### src/rtl/simple_comp_pkg.sv
// Shared types and defaults for the simple_comp scheduler and future
// shared-resource blocks built around the simple_comp unit.
package simple_comp_pkg;

  typedef enum logic [1:0] {
    WAIT_RDY = 2'd0,
    IDLE     = 2'd1,
    EXEC     = 2'd2,
    RESP     = 2'd3
  } sc_state_e;

  localparam int SC_DATA_W          = 16;
  localparam int SC_DEFAULT_LATENCY = 2;

  // Counter/index widths must never collapse to zero bits.
  function automatic int sc_max1(input int v);
    return (v < 1) ? 1 : v;
  endfunction

endpackage

### src/rtl/rr_pick.sv
// Combinational round-robin pick: first set request bit at or after ptr,
// wrapping modulo NUM_REQ.
module rr_pick #(
  parameter int NUM_REQ = 4,
  parameter int ID_W    = 2
) (
  input  logic [NUM_REQ-1:0] req,
  input  logic [ID_W-1:0]    ptr,
  output logic               any,
  output logic [ID_W-1:0]    idx
);

  logic [ID_W-1:0] cand;

  // Scanning offsets from far to near lets the nearest hit overwrite the rest.
  always_comb begin
    any  = 1'b0;
    idx  = '0;
    cand = '0;
    for (int k = NUM_REQ - 1; k >= 0; k--) begin
      cand = ID_W'((int'(ptr) + k) % NUM_REQ);
      if (req[cand]) begin
        any = 1'b1;
        idx = cand;
      end
    end
  end

endmodule

### src/rtl/simple_comp_sched.sv
// Round-robin scheduler sharing one simple_comp unit among NUM_REQ requesters,
// one operation in flight, results returned with the requester id.
module simple_comp_sched
  import simple_comp_pkg::*;
#(
  parameter  int NUM_REQ      = 4,
  parameter  int DATA_W       = SC_DATA_W,
  parameter  int COMP_LATENCY = SC_DEFAULT_LATENCY,
  localparam int ID_W         = sc_max1($clog2(NUM_REQ))
) (
  input  logic                      clock,
  input  logic                      rst,
  input  logic [NUM_REQ-1:0]        req_valid,
  input  logic [NUM_REQ*DATA_W-1:0] req_a,
  input  logic [NUM_REQ*DATA_W-1:0] req_b,
  input  logic [NUM_REQ*DATA_W-1:0] req_c,
  output logic [NUM_REQ-1:0]        req_ready,
  output logic                      rsp_valid,
  output logic [ID_W-1:0]           rsp_id,
  output logic [DATA_W-1:0]         rsp_d,
  input  logic                      rsp_ready,
  output logic [DATA_W-1:0]         comp_a,
  output logic [DATA_W-1:0]         comp_b,
  output logic [DATA_W-1:0]         comp_c,
  input  logic [DATA_W-1:0]         comp_d,
  input  logic                      comp_rdy,
  output logic                      abort,
  output logic [ID_W-1:0]           abort_id,
  output logic                      busy,
  output sc_state_e                 state_dbg
);

  // Handshakes: a transfer happens on an edge where valid & ready are both
  // high; valid and its payload hold unchanged until that edge.

  localparam int CNT_W = sc_max1($clog2(COMP_LATENCY));

  sc_state_e         state, state_n;
  logic [ID_W-1:0]   ptr;
  logic [CNT_W-1:0]  cnt;
  logic              pick_any;
  logic [ID_W-1:0]   pick_idx;
  logic [DATA_W-1:0] a_arr [NUM_REQ];
  logic [DATA_W-1:0] b_arr [NUM_REQ];
  logic [DATA_W-1:0] c_arr [NUM_REQ];

  for (genvar i = 0; i < NUM_REQ; i++) begin : g_unpack
    assign a_arr[i] = req_a[i*DATA_W +: DATA_W];
    assign b_arr[i] = req_b[i*DATA_W +: DATA_W];
    assign c_arr[i] = req_c[i*DATA_W +: DATA_W];
  end

  rr_pick #(
    .NUM_REQ (NUM_REQ),
    .ID_W    (ID_W)
  ) u_pick (
    .req (req_valid),
    .ptr (ptr),
    .any (pick_any),
    .idx (pick_idx)
  );

  always_ff @(posedge clock or negedge rst) begin
    if (!rst) state <= WAIT_RDY;
    else      state <= state_n;
  end

  always_comb begin
    state_n   = state;
    req_ready = '0;
    case (state)
      WAIT_RDY: if (comp_rdy) state_n = IDLE;
      IDLE: begin
        if (!comp_rdy) begin
          state_n = WAIT_RDY;
        end else if (pick_any) begin
          req_ready[pick_idx] = 1'b1;
          state_n             = EXEC;
        end
      end
      EXEC: begin
        if (!comp_rdy)       state_n = WAIT_RDY;
        else if (cnt == '0)  state_n = RESP;
      end
      RESP: if (rsp_valid && rsp_ready) state_n = IDLE;
      default: state_n = WAIT_RDY;
    endcase
  end

  // comp_d is captured COMP_LATENCY edges after the operands are registered.
  always_ff @(posedge clock or negedge rst) begin
    if (!rst) begin
      ptr       <= '0;
      cnt       <= '0;
      comp_a    <= '0;
      comp_b    <= '0;
      comp_c    <= '0;
      rsp_valid <= 1'b0;
      rsp_id    <= '0;
      rsp_d     <= '0;
      abort     <= 1'b0;
      abort_id  <= '0;
    end else begin
      abort <= 1'b0;
      case (state)
        IDLE: begin
          if (comp_rdy && pick_any) begin
            comp_a <= a_arr[pick_idx];
            comp_b <= b_arr[pick_idx];
            comp_c <= c_arr[pick_idx];
            rsp_id <= pick_idx;
            ptr    <= (pick_idx == ID_W'(NUM_REQ - 1)) ? '0 : pick_idx + 1'b1;
            cnt    <= CNT_W'(COMP_LATENCY - 1);
          end
        end
        EXEC: begin
          if (!comp_rdy) begin
            abort    <= 1'b1;
            abort_id <= rsp_id;
          end else if (cnt == '0) begin
            rsp_d     <= comp_d;
            rsp_valid <= 1'b1;
          end else begin
            cnt <= cnt - 1'b1;
          end
        end
        RESP: if (rsp_ready) rsp_valid <= 1'b0;
        default: ;
      endcase
    end
  end

  assign busy      = (state == EXEC) || (state == RESP);
  assign state_dbg = state;

endmodule

### config.mk
export PLATFORM = sky130hd
export DESIGN_NAME = simple_comp_sched
export DESIGN_NICKNAME = d
export VERILOG_FILES = /design/src/rtl/simple_comp_pkg.sv /design/src/rtl/rr_pick.sv /design/src/rtl/simple_comp_sched.sv
export SDC_FILE = /design/constraint.sdc
export NUM_CORES = 1
export LEC_CHECK = 0
export ABC_AREA = 1
export CORE_MARGIN = 4
export CORE_UTILIZATION = 44
export CTS_CLUSTER_DIAMETER = 100
export DETAILED_ROUTE_END_ITERATION = 10
export GPL_TIMING_DRIVEN = 0
export HOLD_SLACK_MARGIN = 0.08
export PLACE_DENSITY = 0.89
export SYNTH_ARGS = -nofsm -noshare
export SYNTH_HDL_FRONTEND = slang
export SYNTH_SLANG_ARGS = --single-unit
export TNS_END_PERCENT = 100
### constraint.sdc
create_clock -name clock -period 5.2 [get_ports clock]
set_input_delay 1.04 -clock clock [delete_from_list [all_inputs] [get_ports clock]]
set_output_delay 1.04 -clock clock [all_outputs]
set_load 0.005 [all_outputs]
==> flow_summary_export.csv <==
group,metric,value,unit
pwr,peakVddDrop,382.1,µV
floorplan,die_area,0.01466,mm²
grt,antenna_found_initial,0,
placed_design,hpwl,17510,µm
clock_network,cts_sinks,75,
pwr,power.density,668.8,mW/mm²
placed_design,portBuffers,292,
clock_network,numCtsBuffers,9,
timing,rsz0062_at_grt,"false",
synthesis,avgSynthCellArea,6.075,µm²
synthesis,synth_edf_count,0,
worst_setup_path,crit_type,"in -> out",
timing,fin_tns_setup,0,ns
cells_and_area,stdcell_count,1407,
synthesis,netlist.area_leader.share,0.3336,
cells_and_area,antenna_cells,0,
drt,totalWireLength,22260,µm
drt,drtPass1Iterations,6,
worst_setup_path,critical-path-top-delay-family,"buffers and inverters",
worst_setup_path,end_kind,"output port",
floorplan,core,0.01257,mm²
floorplan,fp.dieW,121.1,µm
placed_design,gp_congestion,0.8900,
floorplan,die_y,121.1,µm
clock_network,htreeDepth,3,
synthesis,synthTopCellsByArea,"dfrtp_1, nand2_1, nand3_1",
clock_network,post_cts_resized,0,
grt,grt-ovfl-total,0,
synthesis,ys_warn_count,0,
synthesis,async_flop_share,1.000,
drt,wl_per_cell,15.82,µm
worst_setup_path,slowest_delay,0.54,ns
floorplan,start_util,0.4476,
placed_design,placed_cells,1391,
worst_setup_path,required,4.16,ns
synthesis,synth_area,0.005625,mm²
placed_design,pre_cts_slack,0.3822,ns
grt,grt_pass1_vias,6838,
synthesis,ys_types,26,
worst_setup_path,arrival,3.79,ns
synthesis,synth_largest_area_cell,"dfrtp_1",
flow_run,drv_cap,0,
clock_network,post_cts_buffers,0,
synthesis,synth_most_common_cell,"nand2_1",
timing,max_slew_margin,0.5567,
worst_setup_path,crit_path_frequent_cell,"nand2_1",
worst_setup_path,cp_num_buf_inv,5,
worst_setup_path,crit_chain,"clkdlybuf4s50_1 > nand2_1 > nand2_1 > nand2_1 > nand2_1 > nand3_1 > nand2_1 > o21ai_2 > inv_2 > clkbuf_1 > ha_1 > inv_1 > nor2_1 > clkdlybuf4s50_1",
worst_hold_path,min_path_type,"reg -> reg",
run_status,status,"completed",
cells_and_area,drive_gt1_frac,0.06640,
clock_network,cts_buffer_depth,2,
timing,finalClockSkew,0.004832,ns
grt,grt_pass1_wl,33890,µm
floorplan,fp-row-count,41,
timing,fmax,0.2071,GHz
pwr,p_leak,5.084,nW
synthesis,synthFlopType,"dfrtp_1",
cells_and_area,fin_nets,1451,
timing,period_share,0.9286,
grt,grtUsageTotal,0.2944,
clock_network,clk_latency,0.34,ns
timing,finalWorstSetupSlack,0.3714,ns
worst_setup_path,cp_max_fo,10,
clock_network,cts_tree,"yes",
cells_and_area,fill_cells,1040,
synthesis,synth-seq-cells,75,
floorplan,io_pins,293,
clock_network,cts_root_buf,"clkbuf_16",
drt,drc,0,
pwr,total_power,6.121,mW
timing,tightest_slew,0.6650,ns
clock_network,clk_pin_slew,0.06,ns
cells_and_area,syn2layout_area_growth,62.70,%
synthesis,syn_inst,926,
timing,setup_violations,0,
drt,drt_iter0_markers,479,
grt,grt_max_degree,50,
synthesis,synth_common_cells,"nand2_1, inv_1, nand3_1",
drt,antenna_left,0,
synthesis,seq_area_frac_synth,0.3336,
timing,maxSlewViolCount,0,
drt,vias,6992,
drt,via_per_inst,4.969,
synthesis,syn_nets,1147,
worst_setup_path,cp-start-kind,"primary input",
worst_setup_path,cp_slowest_cell,"clkdlybuf4s50_1",
timing,final.min_clock_period,4.829,ns
timing,hold_viol_final,0,
clock_network,holdBufCountCts,0,
-- power breakdown --
| part | internal, mW | total [mW] | switching, mW | leakage [nW] |
|---|---|---|---|---|
| clock network | 0.518 | 0.776 | 0.258 | 0.180 |
| registers | 0.862 | 1.04 | 0.174 | 0.943 |
| logic | 1.72 | 4.31 | 2.59 | 3.96 |
-- final timing paths --
path                               from            to  slack, ns  cells after the start
hold / removal              abort_id[1]   abort_id[1]       0.48                      2
max in group asynchronous           rst    comp_b[14]       4.00                      2
setup reg to reg                 ptr[0]        ptr[1]       2.61                     13
min in group asynchronous           rst      rsp_d[9]       0.62                      1
hold reg to reg             abort_id[1]   abort_id[1]       0.48                      2
setup / recovery           req_valid[2]  req_ready[3]       0.37                     14
-- kinds of logic (layout without fill, tap and decap cells) --
group | after synthesis | in the layout | share of synthesized area
DFF | 75 | 75 | 0.3336
buffers and inverters | 266 | 575 | 0.1908
muxes | 16 | 16 | 0.03203
AOI/OAI and AO/OA | 13 | 13 | 0.01401
and+or+nand+nor | 551 | 551 | 0.4184
adders and majority gates | 5 | 5 | 0.01112
-- metrics by stage --
stage / hold WS (ns) / util / cell area (µm²)
after floorplan: 0.4654 / - / 5625
after global placement: 0.4564 / 0.6973 / 8763
after detailed placement: 0.4647 / 0.6993 / 8788
after CTS: 0.4808 / 0.7282 / 9153
after global routing: 0.4993 / 0.7282 / 9153
final: 0.4782 / 0.7282 / 9153
-- registers in the layout, summed over array words and instances (netlist names) --
register	cells
comp_b	16
rsp_id	2
comp_c	16
rsp_valid	1
abort	1
comp_a	16
state_dbg	2
abort_id	2
cnt	1
rsp_d	16
ptr	2
-- cell usage in the layout (no fill, tap or decap), drive strengths merged --
| cell | instances |
|---|---|
| mux2 | 16 |
| a21oi | 1 |
| a211oi | 1 |
| nor3 | 2 |
| clkinv | 2 |
| nand2 | 338 |
| nor2 | 10 |
| inv | 215 |
| ha | 5 |
| nand3 | 200 |
| dfrtp | 75 |
| o21a | 1 |
| o22ai | 1 |
| buf | 41 |
| clkbuf | 22 |
| or2 | 1 |
| clkdlybuf4s50 | 291 |
| bufinv | 4 |
| o21ai | 9 |
-- area by class of cell --
class	instances	area [µm²]	area share
timing repair buffer	293	2948	0.3221
multi-input combinational	585	2675	0.2923
sequential	75	1877	0.2051
inverter	214	803.3	0.08776
buffer	52	270.3	0.02953
clock buffer	9	225.2	0.02461
tap	172	215.2	0.02351
clock inverter	7	138.9	0.01517
-- layer usage --
layer | part of all wire | GRT usage | vias to the layer above | wire, µm
met1 | 0.36 | 0.3310 | 3166 | 8100
met4 | 0.037 | 0.1282 | 0 | 814
met5 | 0 | 0 | - | 0
met3 | 0.10 | 0.08392 | 63 | 2306
li1 | - | - | 3371 | -
met2 | 0.50 | 0.5175 | 392 | 11030
-- tightest hold or removal path, delay by kind of cell (launching register included) --
kind | cells | cell delay [ns]
DFF | 1 | 0.34
and+or+nand+nor | 2 | 0.11
Note: power is estimated with default switching activity, not from simulation.
